<file path="config.mk">
export PLATFORM = sky130hd
export DESIGN_NAME = md_save_reader
export DESIGN_NICKNAME = d
export VERILOG_FILES = /design/src/rtl/md_pkg.sv /design/src/rtl/md_save_reader.sv
export SDC_FILE = /design/constraint.sdc
export NUM_CORES = 1
export LEC_CHECK = 0
export BUFFER_PORTS_ARGS = -buffer_cell sky130_fd_sc_hd__buf_4
export CAP_MARGIN = 20
export CELL_PAD_IN_SITES_DETAIL_PLACEMENT = 0
export CELL_PAD_IN_SITES_GLOBAL_PLACEMENT = 2
export CORE_MARGIN = 5
export CORE_UTILIZATION = 34
export DETAILED_ROUTE_END_ITERATION = 7
export PLACE_DENSITY = 0.87
export RECOVER_POWER = 50
export SYNTH_ARGS = -nofsm -noshare
export SYNTH_HDL_FRONTEND = slang
export SYNTH_SLANG_ARGS = --single-unit
export TNS_END_PERCENT = 30
</file>
<file path="constraint.sdc">
create_clock -name clk -period 6.61 [get_ports clk]
set_input_delay 0.661 -clock clk [delete_from_list [all_inputs] [get_ports clk]]
set_output_delay 0.661 -clock clk [all_outputs]
set_load 0.01 [all_outputs]
</file>
<file path="src/rtl/md_pkg.sv">
`default_nettype none
// ============================================================================
//  Module      : md_pkg
//  Description : Shared save-SRAM layout constants and save-reader FSM states.
//  Revision    : 1.0  initial release
// ============================================================================
package md_pkg;

    // Save SRAM location inside SDRAM; shared with the SDRAM layout map.
    localparam logic [23:0] SRAM_BASE      = 24'h820000;
    localparam int          SRAM_MAX_BYTES = 131072;

    // Save-reader sequencing states.
    typedef enum logic [2:0] {
        ST_IDLE  = 3'd0,
        ST_REQ   = 3'd1,
        ST_WAIT  = 3'd2,
        ST_HI    = 3'd3,
        ST_LO    = 3'd4,
        ST_DRAIN = 3'd5
    } save_rd_state_t;

endpackage
`default_nettype wire

</file>
<file path="src/rtl/md_save_reader.sv">
`default_nettype none
// ============================================================================
//  Module      : md_save_reader
//  Description : Streams a region of save SRAM out of SDRAM (16-bit
//                big-endian words, toggle req/ack) as a valid/ready byte
//                stream for backup by iosys.
//  Revision    : 1.0  initial release
// ============================================================================
module md_save_reader
    import md_pkg::*;
#(
    parameter logic [23:0] BASE_ADDR = SRAM_BASE,
    parameter int          MAX_LEN   = SRAM_MAX_BYTES
) (
    input  logic        clk,
    input  logic        reset,
    input  logic        start,
    input  logic [17:0] len_bytes,
    input  logic        abort,
    output logic        busy,
    output logic        done,
    output logic        aborted,
    output logic [24:1] mem_addr,
    output logic        mem_req,
    input  logic        mem_ack,
    output logic [1:0]  mem_be,
    output logic        mem_we,
    input  logic [15:0] mem_data,
    output logic [7:0]  out_data,
    output logic        out_valid,
    input  logic        out_ready
);

    localparam logic [17:0] C_MAX_LEN   = 18'(MAX_LEN);
    localparam logic [23:0] C_BASE_WORD = {1'b0, BASE_ADDR[23:1]};

    save_rd_state_t r_state, w_state_nxt;
    logic [17:0]    r_remaining, w_remaining_nxt;
    logic [23:0]    r_addr, w_addr_nxt;
    logic           r_req, w_req_nxt;
    logic [15:0]    r_word, w_word_nxt;
    logic           r_done, w_done_nxt;
    logic           r_aborted, w_aborted_nxt;
    logic           r_in_reset;

    logic [17:0]    w_len_clamped;
    logic [17:0]    w_rem_dec;
    logic           w_ack_match;
    logic           w_hs;

    assign w_len_clamped = (len_bytes > C_MAX_LEN) ? C_MAX_LEN : len_bytes;
    assign w_rem_dec     = r_remaining - 18'd1;
    assign w_ack_match   = (r_req == mem_ack);
    assign w_hs          = out_valid && out_ready;

    assign busy      = (r_state != ST_IDLE);
    assign done      = r_done;
    assign aborted   = r_aborted;
    assign mem_addr  = r_addr;
    assign mem_req   = r_req;
    assign mem_be    = 2'b11;
    assign mem_we    = 1'b0;
    assign out_valid = (r_state == ST_HI) || (r_state == ST_LO);
    assign out_data  = (r_state == ST_HI) ? r_word[15:8] :
                       (r_state == ST_LO) ? r_word[7:0]  : 8'h00;

    // State and datapath registers; r_in_reset marks the first cycle after reset.
    always_ff @(posedge clk) begin
        if (reset) begin
            r_state     <= ST_IDLE;
            r_remaining <= '0;
            r_addr      <= '0;
            r_req       <= 1'b0;
            r_word      <= '0;
            r_done      <= 1'b0;
            r_aborted   <= 1'b0;
            r_in_reset  <= 1'b1;
        end else begin
            r_state     <= w_state_nxt;
            r_remaining <= w_remaining_nxt;
            r_addr      <= w_addr_nxt;
            r_req       <= w_req_nxt;
            r_word      <= w_word_nxt;
            r_done      <= w_done_nxt;
            r_aborted   <= w_aborted_nxt;
            r_in_reset  <= 1'b0;
        end
    end

    // Next-state logic: request a word, emit high then low byte, repeat.
    always_comb begin
        w_state_nxt     = r_state;
        w_remaining_nxt = r_remaining;
        w_addr_nxt      = r_addr;
        w_req_nxt       = r_req;
        w_word_nxt      = r_word;
        w_done_nxt      = 1'b0;
        w_aborted_nxt   = 1'b0;

        // Adopt the controller's ack level so no request looks outstanding.
        if (r_in_reset) begin
            w_req_nxt = mem_ack;
        end

        case (r_state)
            ST_IDLE: begin
                if (start) begin
                    if (w_len_clamped == 18'd0) begin
                        w_done_nxt = 1'b1;
                    end else begin
                        w_remaining_nxt = w_len_clamped;
                        w_addr_nxt      = C_BASE_WORD;
                        w_state_nxt     = ST_REQ;
                    end
                end
            end
            ST_REQ: begin
                if (abort) begin
                    w_state_nxt = ST_DRAIN;
                end else if (w_ack_match) begin
                    // Only issue when nothing (e.g. a stale read) is in flight.
                    w_req_nxt   = ~r_req;
                    w_state_nxt = ST_WAIT;
                end
            end
            ST_WAIT: begin
                if (abort) begin
                    w_state_nxt = ST_DRAIN;
                end else if (w_ack_match) begin
                    w_word_nxt  = mem_data;
                    w_state_nxt = ST_HI;
                end
            end
            ST_HI: begin
                if (w_hs) begin
                    w_remaining_nxt = w_rem_dec;
                    // The final byte completes normally even with abort raised.
                    if (w_rem_dec == 18'd0) begin
                        w_done_nxt  = 1'b1;
                        w_state_nxt = ST_IDLE;
                    end else if (abort) begin
                        w_state_nxt = ST_DRAIN;
                    end else begin
                        w_state_nxt = ST_LO;
                    end
                end else if (abort) begin
                    w_state_nxt = ST_DRAIN;
                end
            end
            ST_LO: begin
                if (w_hs) begin
                    w_remaining_nxt = w_rem_dec;
                    w_addr_nxt      = r_addr + 24'd1;
                    if (w_rem_dec == 18'd0) begin
                        w_done_nxt  = 1'b1;
                        w_state_nxt = ST_IDLE;
                    end else if (abort) begin
                        w_state_nxt = ST_DRAIN;
                    end else begin
                        w_state_nxt = ST_REQ;
                    end
                end else if (abort) begin
                    w_state_nxt = ST_DRAIN;
                end
            end
            ST_DRAIN: begin
                // Let any in-flight read land before reporting the abort.
                if (w_ack_match) begin
                    w_done_nxt    = 1'b1;
                    w_aborted_nxt = 1'b1;
                    w_state_nxt   = ST_IDLE;
                end
            end
            default: begin
                w_state_nxt = ST_IDLE;
            end
        endcase
    end

endmodule
`default_nettype wire
</file>
Yosys cells after proc, flatten, opt, wreduce, memory -nomap -nowiden
Cells that the tools add are included.
{ "totals": {"mem_count": 0, "word_cells": 78, "ramBits": 0, "latchBits": 0, "register_bits": 65, "out_inout_bits": 40, "romBits": 0, "in_bits": 40} }
{ "op_classes": {"reduce_logical": 14, "shift": 0, "n_eq_ne": 13, "n_bitwise": 3, "addsub": 2, "n_div": 0, "order_cmp": 1, "multipliers": 0, "muxes": 37} }
{ "ops": {"columns": ["operator", "n"], "rows": [
  ["$mux W18", 4],
  ["$mux W24", 3],
  ["$pmux W24 S2", 1],
  ["$mux W3", 13],
  ["$logic_not A18 Y1", 2],
  ["$pmux W18 S2", 1],
  ["$add A24 B1 Y24 const B", 1],
  ["$gt A18 B18 Y1 const B", 1],
  ["$pmux W3 S6", 1],
  ["$sub A18 B1 Y18 const B", 1],
  ["$mux W8", 2],
  ["$mux W1", 11],
  ["$ne A2 B2 Y1 const B", 4],
  ["$reduce_and A4 Y1", 2],
  ["$eq A3 B2 Y1 const B", 2],
  ["$eq A3 B3 Y1 const B", 2],
  ["$ne A3 B3 Y1 const B", 2],
  ["$reduce_and A5 Y1", 1],
  ["$reduce_bool A2 Y1", 2],
  ["$reduce_or A2 Y1", 2],
  ["$eq A3 B1 Y1 const B", 1],
  ["$logic_not A3 Y1", 1],
  ["$not A1 Y1", 3],
  ["$pmux W1 S3", 1],
  ["6 further kinds", 6]
]} }

Depth between registers and ports, before layout
Gate-level depths: netlist (run 1).
{ "logic_depth": {"depth_word": 6, "ltp_mapped": 9, "depth_no_buf": 7} }

Worst setup path after synthesis (run 1)
No wires, ideal clock.
{ "synth_path": {"path_kind": "input to register", "start": "in len_bytes[0]", "end": "reg r_remaining[12]", "t_arrival_ns": 2.172, "t_required_ns": 6.519, "cell_stages": 6, "setup_slack_ns": 4.347, "setup_ns": 0.091, "path_buffers": 1, "path_cell_list": "nor4_1 > nand4_1 > o41ai_1 > buf_2 > nand3_1 > a311oi_1"} }
{ "synth_between": {"elab_chain_cells": 5, "word_cells_on_any_way": 8, "classes_between": "order compare: 1; eq/ne: 1; mux: 4; reduce/logical: 2"} }
{ "synth_lines": {"columns": ["element", "line", "text"], "rows": [
  ["start, declared", "md_save_reader.sv:18", "input logic [17:0] len_bytes,"],
  ["$gt A18 B18 Y1", "md_save_reader.sv:51", "assign w_len_clamped = (len_bytes > C_MAX_LEN) ? C_MAX_LEN : len_bytes;"],
  ["$mux W18 (*)", "md_save_reader.sv:51", null],
  ["$logic_not A18 Y1 or $mux W18 (tied branches)", "md_save_reader.sv:108", "if (w_len_clamped == 18'd0) begin"],
  ["$ne A2 B2 Y1 (no source line) or $mux W18 (tied branches)", null, null],
  ["$reduce_and A4 Y1 (no source line) or $pmux W18 S2 (tied branches)", null, null],
  ["end signal, assigned", "md_save_reader.sv:80", "r_remaining <= w_remaining_nxt;"],
  ["end, declared", "md_save_reader.sv:38", "logic [17:0] r_remaining, w_remaining_nxt;"]
]} }
Mark *: on every way between the ends. The rest lies on a longest branch, timed or not. The select of a mux whose other input is x is not followed.
A chain may end at the register's enable or synchronous reset.

==> metrics.cfg, run 1 <==
[global_route]
grt_overflow = 0
grt_max_degree = 45
grt_use_total = 0.185
grt_pass1_wl_mm = 19.9
grt_pass1_vias = 3834
antenna_found_initial = 0

[hold_path]
holdPathEnd = mem_addr[24]
worstHoldStart = mem_addr[24]
min_path_type = reg -> reg
hold_path_depth = 2

[clock_tree]
cts_setup_buffers = 0
numCtsBuffers = 9
cts.hold.buffers_added = 0
cts_max_level = 3
clkSlewWorstSetupHoldPaths_ns = 0.06
cts_tree = done
cts-resized-gates = 0
root_buffer = clkbuf_16
clockBufferDepth = 2
clkSinkCount = 65
insertion_delay_ns = 0.33

[setup_path]
rr_worst_depth = 5
setup.worst_path.end_class = register
reg2reg_to = r_remaining[1]
crit_required_ns = 6.70
arrival_ns = 3.73
crit_type = in -> reg
reg2reg_from = r_state[0]
r2r_setup_slack_ns = 3.66
cp_max_fo = 44
start_kind = input port

[yosys]
synth-main-ff-cell = dfxtp_1
syn_area_sq_um = 3850
synth-seq-area-share = 0.338
synth_seq_cells = 65
synth_xor_area_frac = 0.0364
ys_types = 63
synthCells = 482
synth-warning-count = 0
synthAdderAreaFrac = 0.00974
postSynth.asyncResetShare = 0
synth_compound_area_frac = 0.220
yosys.area_share.simple = 0.293
synthMuxAreaShare = 0.0442
avgSynthCellArea_sq_um = 7.99
synth_edf_count = 0
synth_top_family_by_area = simple AND/OR/NAND/NOR gates

[routing]
wl_per_cell_um = 17.8
drcViolationCount = 0
ant_nets = 0
vias = 3999
postRouteWirelength_mm = 12.2
drtPass1Iterations = 4
drt_iter0_drc = 228
viasPerCell = 5.83

[sta]
setup-tns-final_ns = 0
max_freq_ghz = 0.274
min_period_ns = 3.64
fin_ws_ns = 2.97
relSlewSlack = -0.449
slew_violations = 45
hold_violations = 0
finalClockSkew_ns = 0.00387
worst_slew_pin_slew_ns = 2.17
post-route-period-util = 0.551
rsz0062_at_grt = no
setup_viol = 0

[floorplanning]
die_area_sq_um = 13600
ios = 80
initial_core_util = 0.351
core-area_sq_um = 11000
die_x_um = 116
dieHeight_um = 116
num_rows = 38

[placed_design]
finalWeightedCongestion = 0.838
place_ws_ns = 3.43
dp_hpwl_mm = 8.74
portBuffers = 76

[final_layout]
fill_cells = 1151
synthToLayoutAreaGrowth_pct = 20.9
nets = 584
antenna_cells = 0
drive_gt1_frac = 0.152

[power]
power_density_nw_per_um2 = 313
p_leak_nw = 1.75
ir_drop_mv = 0.141
p_total_mw = 1.46

[run_status]
violations = capacitance limit, slew limit
outcome = complete, but fails checks

[run]
drv_cap = 1

[per-layer routing]
layer  share of wire  global-route usage
met3           0.064              0.0430
met5               0                   0
met1            0.46               0.254
met4           0.017              0.0565
met2            0.46               0.288
[kinds of logic after synthesis]
kind of cell / after synthesis
buffers and inverters: 51
muxes: 17
and+or+nand+nor: 206
adders and majority gates: 3
DFF: 65
xor gates and xnor gates: 16
AOI/OAI and AO/OA: 122
other: 2
[how the worst max path moves through the flow]
stage	from	end	slack, ns	cells after the start
after floorplan	len_bytes[0]	r_remaining[12]	4.35	6
after global placement	len_bytes[5]	r_remaining[6]	3.48	6
after detailed placement	len_bytes[5]	mem_addr[12]	3.43	6
after CTS	r_state[0]	out_valid	3.41	5
after global routing	reset	r_state[2]	2.64	6
final	reset	r_state[2]	2.97	6
[cells in the final DEF, fill, tap and decap left out, types with 9 or more instances in the layout]
cell type and n:
a21oi_1 34, buf_4 52, clkbuf_1 30, clkbuf_16 9, dfxtp_1 65, inv_1 15
mux2i_1 17, nand2_1 29, nand3_1 27, nand4_1 9, nor2_1 39, nor3_1 28
nor4_1 13, o21ai_0 14, or3_1 19, xor2_1 9
[worst max-delay path, cell delays in order]
cell and delay (ns):
clkbuf_1 1.52, inv_1 0.68, a31oi_1 0.35, o22ai_1 0.13
nor3_1 0.25, a221oi_1 0.11
[metrics by stage]
| stage | instance area (sq um) | util | hold WS, ns | std cells |
|---|---|---|---|---|
| after CTS | 4750 | 0.432 | 0.494 | 684 |
| after floorplan | 3860 | - | 0.464 | 483 |
| final | 4660 | 0.424 | 0.490 | 686 |
| after detailed placement | 4480 | 0.408 | 0.487 | 668 |
| after global placement | 4480 | 0.407 | 0.468 | 667 |
| after global routing | 4660 | 0.424 | 0.525 | 686 |
[flip-flops by register name, summed over array words and instances (netlist names)]
register	cells
r_remaining	18
aborted	1
r_word	16
mem_addr	24
r_in_reset	1
done	1
r_state	3
mem_req	1
[Yosys cell counts (8+ instances only)]
library cell	n	area, sq um
nand3_1	27	135
nor3_1	28	140
clkbuf_1	23	86.3
dfxtp_1	65	1300
xor2_1	9	78.8
a311oi_1	8	70.1
buf_2	8	40.0
inv_1	15	56.3
or3_1	19	119
nand4_1	9	56.3
nor4_1	13	81.3
mux2i_1	17	170
a21oi_1	34	170
nand2_1	29	109
nor2_1	39	146
o21ai_0	14	70.1
o31ai_1	8	60.1
[final cells by class]
type / count / area (sq um) / area share
multi-input combinational: 367 / 2340 / 0.503
sequential: 65 / 1300 / 0.279
inverter: 15 / 56.3 / 0.0121
clock inverter: 6 / 35.0 / 0.00752
timing repair buffer: 83 / 519 / 0.111
clock buffer: 10 / 229 / 0.0492
tap: 140 / 175 / 0.0376
[power breakdown]
| part | internal (mW) | total [mW] | leakage [nW] | switching [mW] |
|---|---|---|---|---|
| Clock | 0.251 | 0.427 | 0.128 | 0.176 |
| Sequential | 0.429 | 0.506 | 0.528 | 0.0769 |
| Combinational | 0.197 | 0.524 | 1.09 | 0.327 |
No activity file was read; power rests on OpenSTA's default activity.
==> inputs of run 2 (changes only) <==
--- a/config.mk
+++ b/config.mk
@@ -5,14 +5,15 @@
 export SDC_FILE = /design/constraint.sdc
 export NUM_CORES = 1
 export LEC_CHECK = 0
+export ABC_AREA = 1
 export BUFFER_PORTS_ARGS = -buffer_cell sky130_fd_sc_hd__buf_4
 export CAP_MARGIN = 20
 export CELL_PAD_IN_SITES_DETAIL_PLACEMENT = 0
 export CELL_PAD_IN_SITES_GLOBAL_PLACEMENT = 2
 export CORE_MARGIN = 5
-export CORE_UTILIZATION = 34
+export CORE_UTILIZATION = 26
 export DETAILED_ROUTE_END_ITERATION = 7
-export PLACE_DENSITY = 0.87
+export PLACE_DENSITY = 0.77
 export RECOVER_POWER = 50
 export SYNTH_ARGS = -nofsm -noshare
 export SYNTH_HDL_FRONTEND = slang
==> constraint.sdc (replaced) <==
create_clock -name clk -period 3 [get_ports clk]
set_input_delay 0.3 -clock clk [delete_from_list [all_inputs] [get_ports clk]]
set_output_delay 0.3 -clock clk [all_outputs]
set_load 0.01 [all_outputs]
==> metrics.cfg, run 2 <==
[run_status]
outcome = complete, but fails checks
violations = capacitance limit, slew limit

[final_layout]
antenna_cells = 0
final_common_cell = nand2_1
synthToLayoutAreaGrowth_pct = 22.6
most-common-layout-cells = nand2_1, nor2_1, inv_1
drive_gt1_frac = 0.131
nets = 749
largest_reg_flops = 24

[yosys]
postSynth.asyncResetShare = 0
synth-warning-count = 0
synth-seq-area-share = 0.324
synth_seq_cells = 65
synth_top_area_frac = 0.324
avgSynthCellArea_sq_um = 6.32
ys_top_cells_by_area = dfxtp_1, nand2_1, nor2_1
synth_common_cells = nand2_1, nor2_1, inv_1, dfxtp_1, o21ai_0
yosysMostFrequentCell = nand2_1
syn_area_sq_um = 4020
synthCells = 636
synth_edf_count = 0
ys_types = 38
synth-main-ff-cell = dfxtp_1
synth_top_area_cell = dfxtp_1

[clock_tree]
cts.hold.buffers_added = 0
clkSinkCount = 65
cts-resized-gates = 0
cts_setup_buffers = 0
cts_tree = done
clkSlewWorstSetupHoldPaths_ns = 0.06
insertion_delay_ns = 0.34
root_buffer = clkbuf_16
numCtsBuffers = 9
clockBufferDepth = 2
cts_max_level = 3

[global_route]
grt_pass1_wl_mm = 20.8
grt_overflow = 0
grt_use_total = 0.144
antenna_found_initial = 0
grt_pass1_vias = 4046
grt_max_degree = 31

[sta]
worst_slew_pin_slew_ns = 1.60
finalClockSkew_ns = 0.00978
max_freq_ghz = 0.420
slew_violations = 30
hold_violations = 0
setup_viol = 0
rsz0062_at_grt = no
relSlewSlack = -0.0661
setup-tns-final_ns = 0
post-route-period-util = 0.793
min_period_ns = 2.38

[hold_path]
holdPathEnd = r_word[0]
worstHoldStart = mem_data[0]
hold_path_depth = 3
min_path_type = in -> reg

[setup_path]
reg2reg_to = r_remaining[14]
rr_worst_depth = 11
arrival_ns = 2.61
crit_type = in -> reg
cp_max_fo = 29
setup.worst_path.end_class = register
crit_required_ns = 3.23
reg2reg_from = r_state[0]
start_kind = input port
r2r_setup_slack_ns = 0.63

[routing]
drt_iter0_drc = 247
postRouteWirelength_mm = 12.8
ant_nets = 0
viasPerCell = 4.69
vias = 4216
drtPass1Iterations = 4
drcViolationCount = 0
wl_per_cell_um = 14.2

[floorplanning]
num_rows = 45
die_x_um = 134
die_area_sq_um = 18000
initial_core_util = 0.264
dieHeight_um = 134
ios = 80
core-area_sq_um = 15200

[power]
p_total_mw = 3.44
ir_drop_mv = 0.283
power_density_nw_per_um2 = 699
p_leak_nw = 2.00

[placed_design]
portBuffers = 76
finalWeightedCongestion = 0.850
dp_hpwl_mm = 9.62

[run]
drv_cap = 1

-- run 2: cell count changes after synthesis, moves of 17 or more --
| cell | previous run | this run |
|---|---|---|
| nor2_1 | 39 | 99 |
| inv_1 | 15 | 68 |
| o21ai_0 | 14 | 58 |
| or3_1 | 19 | 0 |
| mux2i_1 | 17 | 0 |
| nand2_1 | 29 | 147 |
-- run 2: where the power goes --
group / total (mW) / internal [mW] / switching, mW
Combinational: 1.25 / 0.402 / 0.846
Clock: 1.11 / 0.693 / 0.420
Sequential: 1.08 / 0.968 / 0.115
Total: 3.44 / 2.06 / 1.38
-- run 2: cells by family after synthesis --
kind of cell / synth area share
other cells: 0.00187
simple gates: 0.364
flops: 0.324
compound gates: 0.161
buf+inv: 0.106
xor+xnor: 0.0349
fa+ha+maj: 0.00934
-- run 2: metal layers --
layer / vias to the layer above / track usage / routed length (um)
met1: 1915 / 0.192 / 6070
met3: 16 / 0.0278 / 621
li1: 2196 / - / -
met2: 89 / 0.230 / 5850
met4: 0 / 0.0526 / 224
met5: - / 0 / 0
-- run 2: how the worst max path moves through the flow --
| stage | from | endpoint | slack [ns] | cells past startpoint |
|---|---|---|---|---|
| final | reset | mem_addr[3] | 0.62 | 6 |
| after floorplan | r_remaining[0] | r_state[2] | 1.28 | 15 |
| after CTS | r_state[0] | r_remaining[8] | 0.81 | 9 |
| after detailed placement | len_bytes[2] | mem_addr[17] | 0.84 | 10 |
| after global routing | reset | mem_addr[7] | 0.32 | 6 |
| after global placement | r_state[0] | r_remaining[8] | 0.83 | 9 |
-- run 2: cell type report --
class | count | area, sq um
fillers | 1726 | 10300
multi-input cells | 475 | 2290
flip-flops and latches | 65 | 1300
repair buffers | 82 | 510
inverters | 73 | 274
clock buffers | 11 | 253
well taps | 188 | 235
clock inverters | 5 | 62.6
-- run 2: worst max-delay path: stages --
cell,delay [ns]
clkbuf_1,1.13
inv_1,0.55
nand2_1,0.32
inv_1,0.13
o21ai_0,0.10
nor2_1,0.06
-- run 2: per-stage QoR --
| step | util | instances | area [sq um] | setup WS (ns) | hold slack [ns] |
|---|---|---|---|---|---|
| after floorplan | - | 637 | 4020 | 1.28 | 0.328 |
| after global placement | 0.311 | 883 | 4720 | 0.833 | 0.434 |
| after detailed placement | 0.311 | 883 | 4720 | 0.838 | 0.441 |
| after CTS | 0.331 | 899 | 5040 | 0.811 | 0.175 |
| after global routing | 0.324 | 899 | 4930 | 0.324 | 0.181 |
| final | 0.324 | 899 | 4930 | 0.621 | 0.186 |
